File: src/rtl/conv_mac_sequencer.sv
// Convolution window sequencer: streams TAPS operand pairs through an external pipelined
// multiplier and accumulates the products. Define CONV_MAC_SAT_EN to saturate instead of wrap.
module conv_mac_sequencer #(
  parameter int DATA_W      = 8,
  parameter int PROD_W      = 16,
  parameter int ACC_W       = 24,
  parameter int TAPS        = 9,
  parameter int MUL_LATENCY = 1
) (
  input  logic              clock,
  input  logic              aclr,
  input  logic              start,
  output logic              busy,
  input  logic              in_valid,
  output logic              in_ready,
  input  logic [DATA_W-1:0] in_a,
  input  logic [DATA_W-1:0] in_b,
  output logic [DATA_W-1:0] mul_dataa,
  output logic [DATA_W-1:0] mul_datab,
  input  logic [PROD_W-1:0] mul_result,
  output logic              acc_valid,
  input  logic              acc_ready,
  output logic [ACC_W-1:0]  acc_data,
  output logic              acc_ovf,
  output logic              done
);
  localparam int CNT_W = $clog2(TAPS + 1);

  typedef enum logic [1:0] {S_IDLE, S_ISSUE, S_DRAIN, S_OUTPUT} state_t;

  state_t              r_state, w_state_nxt;
  logic [CNT_W-1:0]    r_issue_cnt, r_recv_cnt;
  logic [MUL_LATENCY:0] r_vld_pipe;
  logic [ACC_W-1:0]    r_acc;
  logic                r_ovf, r_done;
  logic [DATA_W-1:0]   r_mul_a, r_mul_b;

  logic             w_hs, w_acc_en, w_last_issue, w_last_recv, w_accept, w_begin;
  logic [ACC_W:0]   w_sum;

  assign w_hs         = in_valid && (r_state == S_ISSUE);
  assign w_acc_en     = r_vld_pipe[MUL_LATENCY];
  assign w_last_issue = w_hs && (r_issue_cnt == CNT_W'(TAPS - 1));
  assign w_last_recv  = w_acc_en && (r_recv_cnt == CNT_W'(TAPS - 1));
  assign w_accept     = (r_state == S_OUTPUT) && acc_ready;
  assign w_begin      = (r_state == S_IDLE) && start;
  // One extra bit so the carry out of the accumulator is visible.
  assign w_sum        = {1'b0, r_acc} + {{(ACC_W + 1 - PROD_W){1'b0}}, mul_result};

  always_comb begin
    w_state_nxt = r_state;
    case (r_state)
      S_IDLE:   if (start)        w_state_nxt = S_ISSUE;
      S_ISSUE:  if (w_last_issue) w_state_nxt = S_DRAIN;
      S_DRAIN:  if (w_last_recv)  w_state_nxt = S_OUTPUT;
      S_OUTPUT: if (acc_ready)    w_state_nxt = S_IDLE;
      default:                    w_state_nxt = S_IDLE;
    endcase
  end

  always_ff @(posedge clock or posedge aclr) begin
    if (aclr) begin
      r_state     <= S_IDLE;
      r_issue_cnt <= '0;
      r_recv_cnt  <= '0;
      r_vld_pipe  <= '0;
      r_acc       <= '0;
      r_ovf       <= 1'b0;
      r_done      <= 1'b0;
      r_mul_a     <= '0;
      r_mul_b     <= '0;
    end else begin
      r_state    <= w_state_nxt;
      r_done     <= w_accept;
      // Slot i of the pipe tracks the operand pair registered i edges ago.
      r_vld_pipe <= {r_vld_pipe[MUL_LATENCY-1:0], w_hs};
      r_mul_a    <= w_hs ? in_a : '0;
      r_mul_b    <= w_hs ? in_b : '0;

      if (w_begin)   r_issue_cnt <= '0;
      else if (w_hs) r_issue_cnt <= r_issue_cnt + 1'b1;

      if (w_begin) begin
        r_recv_cnt <= '0;
        r_acc      <= '0;
        r_ovf      <= 1'b0;
      end else if (w_acc_en) begin
        r_recv_cnt <= r_recv_cnt + 1'b1;
        r_ovf      <= r_ovf | w_sum[ACC_W];
`ifdef CONV_MAC_SAT_EN
        if (w_sum[ACC_W] || r_ovf) r_acc <= '1;
        else                       r_acc <= w_sum[ACC_W-1:0];
`else
        r_acc <= w_sum[ACC_W-1:0];
`endif
      end
    end
  end

  assign busy      = (r_state != S_IDLE);
  assign in_ready  = (r_state == S_ISSUE);
  assign acc_valid = (r_state == S_OUTPUT);
  assign acc_data  = r_acc;
  assign acc_ovf   = r_ovf;
  assign done      = r_done;
  assign mul_dataa = r_mul_a;
  assign mul_datab = r_mul_b;
endmodule
File: config.mk
export PLATFORM = sky130hd
export DESIGN_NAME = conv_mac_sequencer
export DESIGN_NICKNAME = d
export VERILOG_FILES = /design/src/rtl/conv_mac_sequencer.sv
export SDC_FILE = /design/constraint.sdc
export NUM_CORES = 1
export LEC_CHECK = 0
export ABC_CLOCK_PERIOD_IN_PS = 2700
export BUFFER_PORTS_ARGS = -buffer_cell sky130_fd_sc_hd__clkbuf_2
export CAP_MARGIN = 40
export CORE_MARGIN = 10
export CORE_UTILIZATION = 44
export DETAILED_ROUTE_END_ITERATION = 6
export HOLD_SLACK_MARGIN = 0.15
export PLACE_DENSITY = 0.76
export SLEW_MARGIN = 20
export SYNTH_ARGS = -nofsm -noshare
export SYNTH_HDL_FRONTEND = slang
export SYNTH_SLANG_ARGS = --single-unit
File: constraint.sdc
create_clock -name clock -period 2.7 [get_ports clock]
set_input_delay 0.54 -clock clock [delete_from_list [all_inputs] [get_ports clock]]
set_output_delay 0.54 -clock clock [all_outputs]
set_load 0.02 [all_outputs]
==> impl_results.md, run 1 <==
* Fraction of power consumed by the clock network at 13.8%
* Number of flip-flops and latches in the synthesized netlist at 54
* Library cells used by synthesis at 57
* Share of synthesized registers carrying an async set or reset at 100%
* Number of failing hold endpoints at the final stage at 0
* Number of buffers added by the clock tree synthesis step at 5
* Class of the tightest hold or removal check: in2async
* Final setup violating endpoints at 0
* Overall die height at 106 um
* Setup total negative slack at 0 ps
* Setup fix buffers added after clock tree synthesis at 0
* Sink count of the clock tree at 54
* Dominant register cell in the synthesized netlist: sky130_fd_sc_hd__dfrtp_1
* Row count at 31
* Final critical-path setup slack at 383 ps
* Total cell area at the placement stage at 3740 um^2
* VDD IR-drop max at 415 uV
* Area of the placeable core at 7250 um^2
* Nets@finish at 477
* Total congestion overflow at 0
* Global-route wire length before repair at 13400 um
* Final-report max-slew violation count at 0
* Global-route usage over all layers at 14.0%
* Worst clock skew at 9.97 ps
* # diodes at 0
* Final HPWL from detailed placement at 6130 um
* Switching Share at 45.9%
* Clock insertion delay at the later pin of the skew report at 320 ps
* Leakage power at 2.06 nW
* Maximum clock frequency at 0.432 GHz
* Antenna-violating nets left at 0
* Final instance count without filler cells at 514
* Count of maximum capacitance violations at 0
* Post-Place Worst Slack at 140 ps
* Placed Instances at 506
* Power spent charging and discharging nets at 0.00166 W
* Clock H-tree levels at 2
* Setup repair after global routing missed its margin: false
* Number of global-route vias before repair at 2792
* Die Area at 11300 um^2
* Minimum clock period after layout at 2320 ps
* Fraction of power consumed by sequential logic at 33.4%
* Reg clk slew, reported paths at 110 ps
* Ratio of final minimum period to clock period at 85.8%
* Slew Limit Headroom at 54.4%
* DR WL/cell at 15.4 um
* Pin slew with the least headroom to its limit at 683 ps
* Endpoint class of the critical path: flip-flop
* Area growth syn-to-layout at 17.5%
* Status: complete, no violations
* Internal Power at 0.00196 W
* Setup slack, reg-to-reg at 380 ps
* Critical Path Fanout Max at 7
* Total vias in the final route at 2750
* Number of antenna violations at the first check in global routing at 0
* Worst Path Required at 2960 ps
* Cells resized by post-CTS repair at 0
* Type of the worst setup path: reg2reg
* Pre-antenna DRT Iters at 4
* Routed wire length at 7920 um
* Relative contribution of combinational cells to total power at 52.8%
* CTS tree: built
* Count of flip-flops with a built-in enable after synthesis at 0
* Root cell of the clock tree: sky130_fd_sc_hd__clkbuf_8
* Post-CTS Hold Fix Bufs at 0
* # IOs at 82
* Cell area after layout at 3840 um^2
* Avg Vias per Cell at 5.35
* Number of buffers between clock root and the deepest sink at 2
* Number of warnings printed during yosys synthesis at 0
* Total power at 0.00362 W
* Number of violations reported at the end of detailed-routing iteration 0 at 80
* DR DRC count at 0
* Netlist area before placement at 3270 um^2
* Cell count after synthesis at 334
* Gpl congestion at 0.865
* Input/output buffers at 81
* Power density of the placed cells at 943 nW/um^2
* Register area share after synthesis at 41.3%
* Net Count, Synth at 397
* Average cell area after synthesis at 9.79 um^2
* Share of cells above drive strength 1 at 26.3%
* Maximum number of pins on one net before global-route repair at 33
* Data arrival time of the critical path at 2570 ps
* Die Span X at 106 um
* Critical Path Source Type: flip-flop
* Starting Density at 45.1%
## final cells by class
type	instances	area, um^2
Tap cell	99	124
Inverter	18	67.6
Clock inverter	3	28.8
Sequential cell	54	1350
Multi-Input combinational cell	247	1740
Fill cell	716	3410
Timing Repair Buffer	88	458
Clock buffer	5	68.8
## cells in the final DEF, fill, tap and decap left out, types with 3 or more instances in the layout
cell type / n
sky130_fd_sc_hd__a211o_1: 3
sky130_fd_sc_hd__a21o_1: 8
sky130_fd_sc_hd__a21oi_1: 16
sky130_fd_sc_hd__a31oi_1: 4
sky130_fd_sc_hd__and2_1: 4
sky130_fd_sc_hd__and3_1: 21
sky130_fd_sc_hd__buf_4: 7
sky130_fd_sc_hd__clkbuf_2: 81
sky130_fd_sc_hd__clkbuf_8: 5
sky130_fd_sc_hd__dfrtp_1: 54
sky130_fd_sc_hd__ha_1: 25
sky130_fd_sc_hd__inv_1: 16
sky130_fd_sc_hd__mux2i_1: 12
sky130_fd_sc_hd__nand2_1: 32
sky130_fd_sc_hd__nand2b_1: 8
sky130_fd_sc_hd__nand3_1: 13
sky130_fd_sc_hd__nor2_1: 19
sky130_fd_sc_hd__nor3_1: 11
sky130_fd_sc_hd__o2111ai_1: 5
sky130_fd_sc_hd__o211ai_1: 3
sky130_fd_sc_hd__o21a_1: 6
sky130_fd_sc_hd__o21ai_0: 4
sky130_fd_sc_hd__o21ai_1: 8
sky130_fd_sc_hd__xnor2_1: 4
sky130_fd_sc_hd__xor2_1: 5
## critical path: stages, from the launching register on
cell	delay, ps
sky130_fd_sc_hd__dfrtp_1	380
sky130_fd_sc_hd__ha_1	180
sky130_fd_sc_hd__inv_1	60
sky130_fd_sc_hd__fa_1	360
sky130_fd_sc_hd__and2b_4	280
sky130_fd_sc_hd__o31ai_4	80
sky130_fd_sc_hd__a211oi_4	280
sky130_fd_sc_hd__o21ai_2	150
sky130_fd_sc_hd__a2111o_1	430
sky130_fd_sc_hd__o21ai_1	70
## routing by layer
layer	GRT usage, %	wire (um)	part of all wire, %	up-vias
met4	2.51	76	0.96	0
met5	0	0	0	-
met3	5.01	625	7.9	7
met2	23.8	3800	48	81
met1	16.7	3420	43	1306
li1	-	-	-	1356
## flip-flops by register name, indices dropped and copies added (netlist names)
name         cells
r_issue_cnt      4
acc_ovf          1
r_recv_cnt       4
mul_datab        8
r_vld_pipe       2
done             1
acc_data        24
mul_dataa        8
r_state          2
## cells in the mapped netlist, types with 2 or more instances
cell	n	area share [%]
sky130_fd_sc_hd__and2_1	4	0.77
sky130_fd_sc_hd__a21oi_1	16	2.4
sky130_fd_sc_hd__o21ai_1	8	1.2
sky130_fd_sc_hd__nand2b_1	8	1.5
sky130_fd_sc_hd__o21ai_0	4	0.61
sky130_fd_sc_hd__o211ai_1	3	0.69
sky130_fd_sc_hd__nand2_1	32	3.7
sky130_fd_sc_hd__nand4b_1	2	0.54
sky130_fd_sc_hd__nor3_1	11	1.7
sky130_fd_sc_hd__buf_6	4	1.4
sky130_fd_sc_hd__xnor2_1	4	1.1
sky130_fd_sc_hd__a211o_1	3	0.80
sky130_fd_sc_hd__and4_1	2	0.54
sky130_fd_sc_hd__ha_1	25	9.6
sky130_fd_sc_hd__a2111o_1	2	0.69
sky130_fd_sc_hd__o21bai_1	2	0.46
sky130_fd_sc_hd__nand4_1	2	0.38
sky130_fd_sc_hd__and3_1	21	4.0
sky130_fd_sc_hd__a31oi_1	4	0.77
sky130_fd_sc_hd__nand3_1	13	2.0
sky130_fd_sc_hd__nor2_1	19	2.2
sky130_fd_sc_hd__o2111ai_1	5	1.3
sky130_fd_sc_hd__clkbuf_1	7	0.80
sky130_fd_sc_hd__inv_1	17	2.0
sky130_fd_sc_hd__a21o_1	8	1.8
sky130_fd_sc_hd__dfrtp_1	54	41
sky130_fd_sc_hd__clkbuf_8	2	0.84
sky130_fd_sc_hd__o21ai_2	2	0.54
sky130_fd_sc_hd__xor2_1	5	1.3
sky130_fd_sc_hd__o211a_1	2	0.61
sky130_fd_sc_hd__o21a_1	6	1.4
sky130_fd_sc_hd__mux2i_1	12	3.7
## cells by family (layout without fill, tap and decap cells)
family / after synthesis / count (layout) / share of synthesized area (%)
DFF: 54 / 54 / 41.3
and+or+nand+nor: 123 / 123 / 19.6
adders and majority gates: 26 / 26 / 10.2
buffers and inverters: 33 / 114 / 5.40
muxes: 13 / 13 / 4.02
AOI/OAI and AO/OA: 76 / 76 / 17.1
xor gates and xnor gates: 9 / 9 / 2.41
## worst paths after layout
path / start / end / depth (start not counted)
max in group asynchronous: aclr / mul_datab[0] / 3
min in group clock: r_vld_pipe[0] / r_vld_pipe[1] / 0
setup reg to reg: acc_data[0] / acc_data[22] / 9
hold reg to reg: r_vld_pipe[0] / r_vld_pipe[1] / 0
setup / recovery: acc_data[0] / acc_data[22] / 9
hold / removal: aclr / acc_data[21] / 2
## stage by stage
step | hold slack [ps] | utilization, %
after floorplan | 331 | -
after global placement | 333 | 51.6
after detailed placement | 340 | 51.6
after CTS | 319 | 52.9
after global routing | 344 | 52.9
final | 295 | 52.9
## power by group through the flow
| stage | Combinational [W] | Clock, W | Sequential (W) |
|---|---|---|---|
| floorplan | 0.00129 | 0 | 0.00137 |
| global placement | 0.00186 | 0 | 0.00121 |
| detailed placement | 0.00192 | 0 | 0.00122 |
| CTS | 0.00192 | 0.000516 | 0.00121 |
| global route | 0.00214 | 0.000551 | 0.00124 |
| finish | 0.00191 | 0.000499 | 0.00121 |
Note: power is estimated with default switching activity, not from simulation.
==> inputs of run 2 (changes only) <==
Settings changed: CORE_MARGIN 10 to 3.
==> run 2 against run 1 <==
  * Maximum frequency up 0.30%
  * Sequential cell count unchanged
  * Clock power fell by 3%
  * Largest power group unchanged
==> impl_results.md, run 2 (same netlist as run 1, synthesis figures left out) <==
* Clock H-tree levels at 2 (unchanged)
* DR WL/cell at 13.9 um (-10%)
* Slew Limit Headroom at 63.5% (+9.1 points)
* Total area of sequential cells at 1350 um^2 (unchanged)
* Die Span X at 92.2 um (-13%)
* Sink count of the clock tree at 54 (unchanged)
* Count of filler cells inserted in the layout at 659 (-8.0%)
* Count of maximum capacitance violations at 0 (unchanged)
* Cells resized by post-CTS repair at 0 (unchanged)
* Critical Path Source Type: flip-flop
* Ratio of final minimum period to clock period at 85.6% (-0.25 points)
* Final instance count without filler cells at 510 (-0.78%)
* Flip-flop count of the largest register after layout at 24 (unchanged)
* Internal Power at 0.00195 W (-0.50%)
* # diodes at 0 (unchanged)
* Number of global-route vias before repair at 2743 (-1.8%)
* Setup total negative slack at 0 ps (unchanged)
* Row count at 30 (-3.2%)
* Gpl congestion at 0.871 (+0.71%)
* Number of buffers between clock root and the deepest sink at 2 (unchanged)
* Pin slew with the least headroom to its limit at 547 ps (-136 ps)
* Final-report max-slew violation count at 0 (unchanged)
* Type of the worst setup path: reg2reg
* Area of the placeable core at 6980 um^2 (-3.7%)
* Routed wire length at 7070 um (-11%)
* Data arrival time of the critical path at 2560 ps (about the same)
* Power spent charging and discharging nets at 0.00162 W (-2.4%)
* Avg Vias per Cell at 5.33 (-0.35%)
* Power density of the placed cells at 933 nW/um^2 (-1.1%)
* Leakage power at 2.06 nW (-0.26%)
* Maximum number of pins on one net before global-route repair at 28 (-15%)
* Total congestion overflow at 0 (unchanged)
* Setup fix buffers added after clock tree synthesis at 0 (unchanged)
* CTS tree: built
* Number of buffers added by the clock tree synthesis step at 5 (unchanged)
* # IOs at 82 (unchanged)
* Starting Density at 46.8% (+1.8 points)
* Maximum clock frequency at 0.433 GHz (+0.30%)
* Reg clk slew, reported paths at 100 ps (about the same)
* Fraction of power consumed by the clock network at 13.5% (-0.3 points)
* Clock insertion delay at the later pin of the skew report at 310 ps (about the same)
* Global-route wire length before repair at 12400 um (-7.4%)
* Setup repair after global routing missed its margin: false
* Share of cells above drive strength 1 at 26.1% (-0.18 points)
* Class of the tightest hold or removal check: in2async
* Number of antenna violations at the first check in global routing at 0 (unchanged)
* Worst Path Required at 2950 ps (about the same)
* Endpoint class of the critical path: flip-flop
* Root cell of the clock tree: sky130_fd_sc_hd__clkbuf_8
* Pre-antenna DRT Iters at 4 (unchanged)
* Nets@finish at 476 (-0.21%)
* Area growth syn-to-layout at 17.1%
* Die Area at 8500 um^2 (-25%)
* Switching Share at 45.4% (-0.48 points)
* Fraction of power consumed by sequential logic at 34.0% (+0.6 points)
* Leading cell type in the layout, fill and taps excluded: sky130_fd_sc_hd__clkbuf_2
* Total vias in the final route at 2719 (-1.1%)
* Placed Instances at 502 (-0.79%)
* Post-CTS Hold Fix Bufs at 0 (unchanged)
* Minimum clock period after layout at 2310 ps (-6.85 ps)
* DR DRC count at 0 (unchanged)
* Highest-count cells in the layout ignoring fill and taps: 81 x sky130_fd_sc_hd__clkbuf_2, 54 x sky130_fd_sc_hd__dfrtp_1, 32 x sky130_fd_sc_hd__nand2_1
* Number of violations reported at the end of detailed-routing iteration 0 at 127 (+59%)
* Final setup violating endpoints at 0 (unchanged)
* Overall die height at 92.2 um (-13%)
* Relative contribution of combinational cells to total power at 52.5% (-0.3 points)
* Critical Path Fanout Max at 7 (unchanged)
* Final HPWL from detailed placement at 5470 um (-11%)
* Number of failing hold endpoints at the final stage at 0 (unchanged)
* Input/output buffers at 81 (unchanged)
* VDD IR-drop max at 478 uV (+15%)
* Global-route usage over all layers at 17.4% (+3.5 points)
* Post-layout util at 54.8% (+1.9 points)
* Antenna-violating nets left at 0 (unchanged)
* Worst clock skew at 10.1 ps (+0.0964 ps)
* Multi-input logic area at 1740 um^2 (unchanged)
* Status: complete, no violations
## run 2: final timing paths
check,startpoint,endpoint,slack [ps],depth (start not counted)
max,acc_data[0],acc_data[22],390,9
min,aclr,mul_datab[3],240,2
max reg2reg,acc_data[0],acc_data[22],390,9
min reg2reg,r_vld_pipe[0],r_vld_pipe[1],360,0
max in group asynchronous,aclr,acc_data[19],1830,3
min in group clock,r_vld_pipe[0],r_vld_pipe[1],360,0
## run 2: per-stage QoR
| step | area (um^2) | total power [W] | worst slack [ps] | hold slack, ps |
|---|---|---|---|---|
| after floorplan | 3270 | 0.00265 | 361 | 331 |
| after global placement | 3730 | 0.00305 | 188 | 333 |
| after detailed placement | 3730 | 0.00312 | 141 | 337 |
| after CTS | 3830 | 0.00361 | 379 | 252 |
| after global routing | 3830 | 0.00390 | 242 | 280 |
| final | 3830 | 0.00357 | 390 | 244 |
## run 2: final cells by class
type                    count  area share (%)
multi-input cells         247            45.5
flip-flops and latches     54            35.3
repair buffers             87            11.8
well taps                  96            3.14
clock buffers               5            1.80
inverters                  18            1.76
clock inverters             3           0.752
## run 2: worst max-delay path: stages, from the launching register on
cell                       delay, ps
sky130_fd_sc_hd__dfrtp_1         380
sky130_fd_sc_hd__ha_1            170
sky130_fd_sc_hd__inv_1            50
sky130_fd_sc_hd__fa_1            380
sky130_fd_sc_hd__and2b_4         290
sky130_fd_sc_hd__o31ai_4          80
sky130_fd_sc_hd__a211oi_4        270
sky130_fd_sc_hd__o21ai_2         140
sky130_fd_sc_hd__a2111o_1        420
sky130_fd_sc_hd__o21ai_1          70
## run 2: power by group through the flow
| stage | sequential (W) | combinational (W) | clock [W] |
|---|---|---|---|
| finish | 0.00121 | 0.00187 | 0.000482 |
| global route | 0.00126 | 0.00210 | 0.000539 |
| CTS | 0.00122 | 0.00189 | 0.000505 |
| detailed placement | 0.00123 | 0.00188 | 0 |
| global placement | 0.00122 | 0.00183 | 0 |
| floorplan | 0.00137 | 0.00129 | 0 |
## run 2: routing by layer
layer | vias up | GRT usage [%] | share of wire, %
met1 | 1278 | 22.0 | 43
met5 | - | 0 | 0
li1 | 1352 | - | -
met2 | 86 | 31.3 | 50
met3 | 3 | 3.77 | 6.5
met4 | 0 | 2.35 | 0.48
==> inputs of run 3 (changes only) <==
Settings changed: CORE_MARGIN 3 to 2.
==> run 3 against run 2 <==
  * First-iteration DRC count is 14% higher
  * Sequential share of layout area is 0.081 points higher
  * Sequential cell count stayed put
  * Combinational power hardly changed
  * Clock power is 4.4% lower
  * Critical path depth stayed put
  * Global-route usage is 0.13 points higher
  * Worst hold slack better by 120 ps
  * Largest cell class unchanged
==> impl_results.md, run 3 (same netlist as run 1, synthesis figures left out) <==
* Sink count of the clock tree at 54 (unchanged)
* Minimum clock period after layout at 2300 ps (-12.5 ps)
* Placed Instances at 504 (+0.40%)
* Global-route usage over all layers at 17.6% (+0.13 points)
* Status: complete, no violations
* Gpl congestion at 0.892 (+2.4%)
* DR DRC count at 0 (unchanged)
* Met3 Use GR at 3.19% (-0.59 points)
* Clock insertion delay at the later pin of the skew report at 300 ps (about the same)
* Area growth syn-to-layout at 16.8%
* Type of the worst setup path: reg2reg
* Final instance count without filler cells at 512 (+0.39%)
* Cells resized by post-CTS repair at 0 (unchanged)
* Nets@finish at 475 (-0.21%)
* Number of violations reported at the end of detailed-routing iteration 0 at 145 (+14%)
* Final setup violating endpoints at 0 (unchanged)
* Avg Vias per Cell at 5.38 (+1.0%)
* Area of the placeable core at 7210 um^2 (+3.3%)
* Input/output buffers at 81 (unchanged)
* DR WL/cell at 13.9 um (+0.12%)
* Highest-count cells in the layout ignoring fill and taps: 81 x sky130_fd_sc_hd__clkbuf_2, 54 x sky130_fd_sc_hd__dfrtp_1, 32 x sky130_fd_sc_hd__nand2_1
* Number of failing hold endpoints at the final stage at 0 (unchanged)
* Global Route met2 Usage at 31.2% (-0.12 points)
* Clock H-tree levels at 2 (unchanged)
* Overall die height at 90.2 um (-2.2%)
* Die Area at 8140 um^2 (-4.3%)
* Root cell of the clock tree: sky130_fd_sc_hd__clkbuf_8
* Maximum clock frequency at 0.435 GHz (+0.54%)
* Setup fix buffers added after clock tree synthesis at 0 (unchanged)
* # IOs at 82 (unchanged)
* Worst Path Required at 2930 ps (-20 ps)
* Total congestion overflow at 0 (unchanged)
* Power density of the placed cells at 929 nW/um^2 (-0.36%)
* Pre-antenna DRT Iters at 4 (unchanged)
* Pin slew with the least headroom to its limit at 669 ps (+121 ps)
* Critical Path Fanout Max at 7 (unchanged)
* Ratio of final minimum period to clock period at 85.1% (-0.46 points)
* Number of global-route vias before repair at 2649 (-3.4%)
* Post-CTS Hold Fix Bufs at 0 (unchanged)
* Routed wire length at 7100 um (+0.51%)
* Global-route wire length before repair at 12000 um (-3.1%)
* Setup total negative slack at 0 ps (unchanged)
* Number of antenna violations at the first check in global routing at 0 (unchanged)
* Number of buffers between clock root and the deepest sink at 2 (unchanged)
* Row count at 31 (+3.3%)
* Die Span X at 90.2 um (-2.2%)
* Class of the tightest hold or removal check: reg2reg
* Final HPWL from detailed placement at 5310 um (-3.0%)
* Maximum number of pins on one net before global-route repair at 55 (+96%)
* Starting Density at 45.3% (-1.5 points)
* Leakage power at 2.04 nW (-0.71%)
* Reg clk slew, reported paths at 100 ps (about the same)
* Share of cells above drive strength 1 at 25.9% (-0.18 points)
* Top Usage Layer GRT: met2
* Number of buffers added by the clock tree synthesis step at 5 (unchanged)
* Count of maximum capacitance violations at 0 (unchanged)
* # diodes at 0 (unchanged)
* Antenna-violating nets left at 0 (unchanged)
* Global routing met1 resource utilization at 22.8% (+0.83 points)
* Setup repair after global routing missed its margin: false
* Worst clock skew at 13.2 ps (+3.10 ps)
* VDD IR-drop max at 451 uV (-5.6%)
* Total vias in the final route at 2757 (+1.4%)
* Count of filler cells inserted in the layout at 704 (+6.8%)
* Flip-flop count of the largest register after layout at 24 (unchanged)
* CTS tree: built
* Critical Path Source Type: flip-flop
* Endpoint class of the critical path: flip-flop
* Data arrival time of the critical path at 2530 ps (-30 ps)
* Slew Limit Headroom at 55.4% (-8.0 points)
* Final-report max-slew violation count at 0 (unchanged)
* Leading cell type in the layout, fill and taps excluded: sky130_fd_sc_hd__clkbuf_2
## run 3: changes by cell type in the layout (fill, tap and decap cells not counted), sizes merged
cell | previous run | this run
clkinvlp | 0 | 2
buf | 6 | 5
inv | 19 | 18
clkinv | 2 | 1
## run 3: final cells by class
type / count / area [um^2] / area share [%]
multi-input combinational: 247 / 1740 / 45.6
sequential: 54 / 1350 / 35.4
timing repair buffer: 86 / 443 / 11.6
tap: 99 / 124 / 3.24
clock buffer: 5 / 68.8 / 1.80
inverter: 18 / 67.6 / 1.77
clock inverter: 3 / 23.8 / 0.622
## run 3: worst max-delay path: stages (launching register included)
cell                       delay (ps)
sky130_fd_sc_hd__dfrtp_1          370
sky130_fd_sc_hd__ha_1             170
sky130_fd_sc_hd__inv_1             50
sky130_fd_sc_hd__fa_1             360
sky130_fd_sc_hd__and2b_4          290
sky130_fd_sc_hd__o31ai_4           80
sky130_fd_sc_hd__a211oi_4         270
sky130_fd_sc_hd__o21ai_2          140
sky130_fd_sc_hd__a2111o_1         420
sky130_fd_sc_hd__o21ai_1           80
## run 3: power breakdown
group          leakage (nW)  switching (W)  internal (W)  total [W]
registers             0.718       0.000170       0.00103    0.00120
logic                  1.28        0.00116      0.000726    0.00189
clock network        0.0408       0.000275      0.000186   0.000461
total                  2.04        0.00161       0.00194    0.00355
## run 3: through the flow
| step | power (W) | hold WS [ps] | setup slack [ps] | utilization (%) | cell area (um^2) |
|---|---|---|---|---|---|
| final | 0.00355 | 362 | 403 | 52.9 | 3820 |
| after global routing | 0.00384 | 374 | 249 | 52.9 | 3820 |
| after CTS | 0.00358 | 365 | 386 | 52.9 | 3820 |
| after detailed placement | 0.00311 | 343 | 145 | 51.7 | 3730 |
| after global placement | 0.00304 | 335 | 196 | 51.7 | 3730 |
| after floorplan | 0.00265 | 331 | 361 | - | 3270 |
## run 3: metal layers
layer | vias to the layer above | wire [um]
li1 | 1347 | -
met1 | 1321 | 3120
met2 | 85 | 3590
met3 | 4 | 374
met4 | 0 | 21
met5 | - | 0
## run 3: worst paths after layout
check	start	endpoint	slack (ps)	cells after the start
max	acc_data[0]	acc_data[18]	400	9
min	r_vld_pipe[0]	r_vld_pipe[1]	360	0
max reg2reg	acc_data[0]	acc_data[18]	400	9
min reg2reg	r_vld_pipe[0]	r_vld_pipe[1]	360	0
max in group asynchronous	aclr	r_recv_cnt[1]	1860	3
min in group asynchronous	aclr	mul_datab[5]	390	3
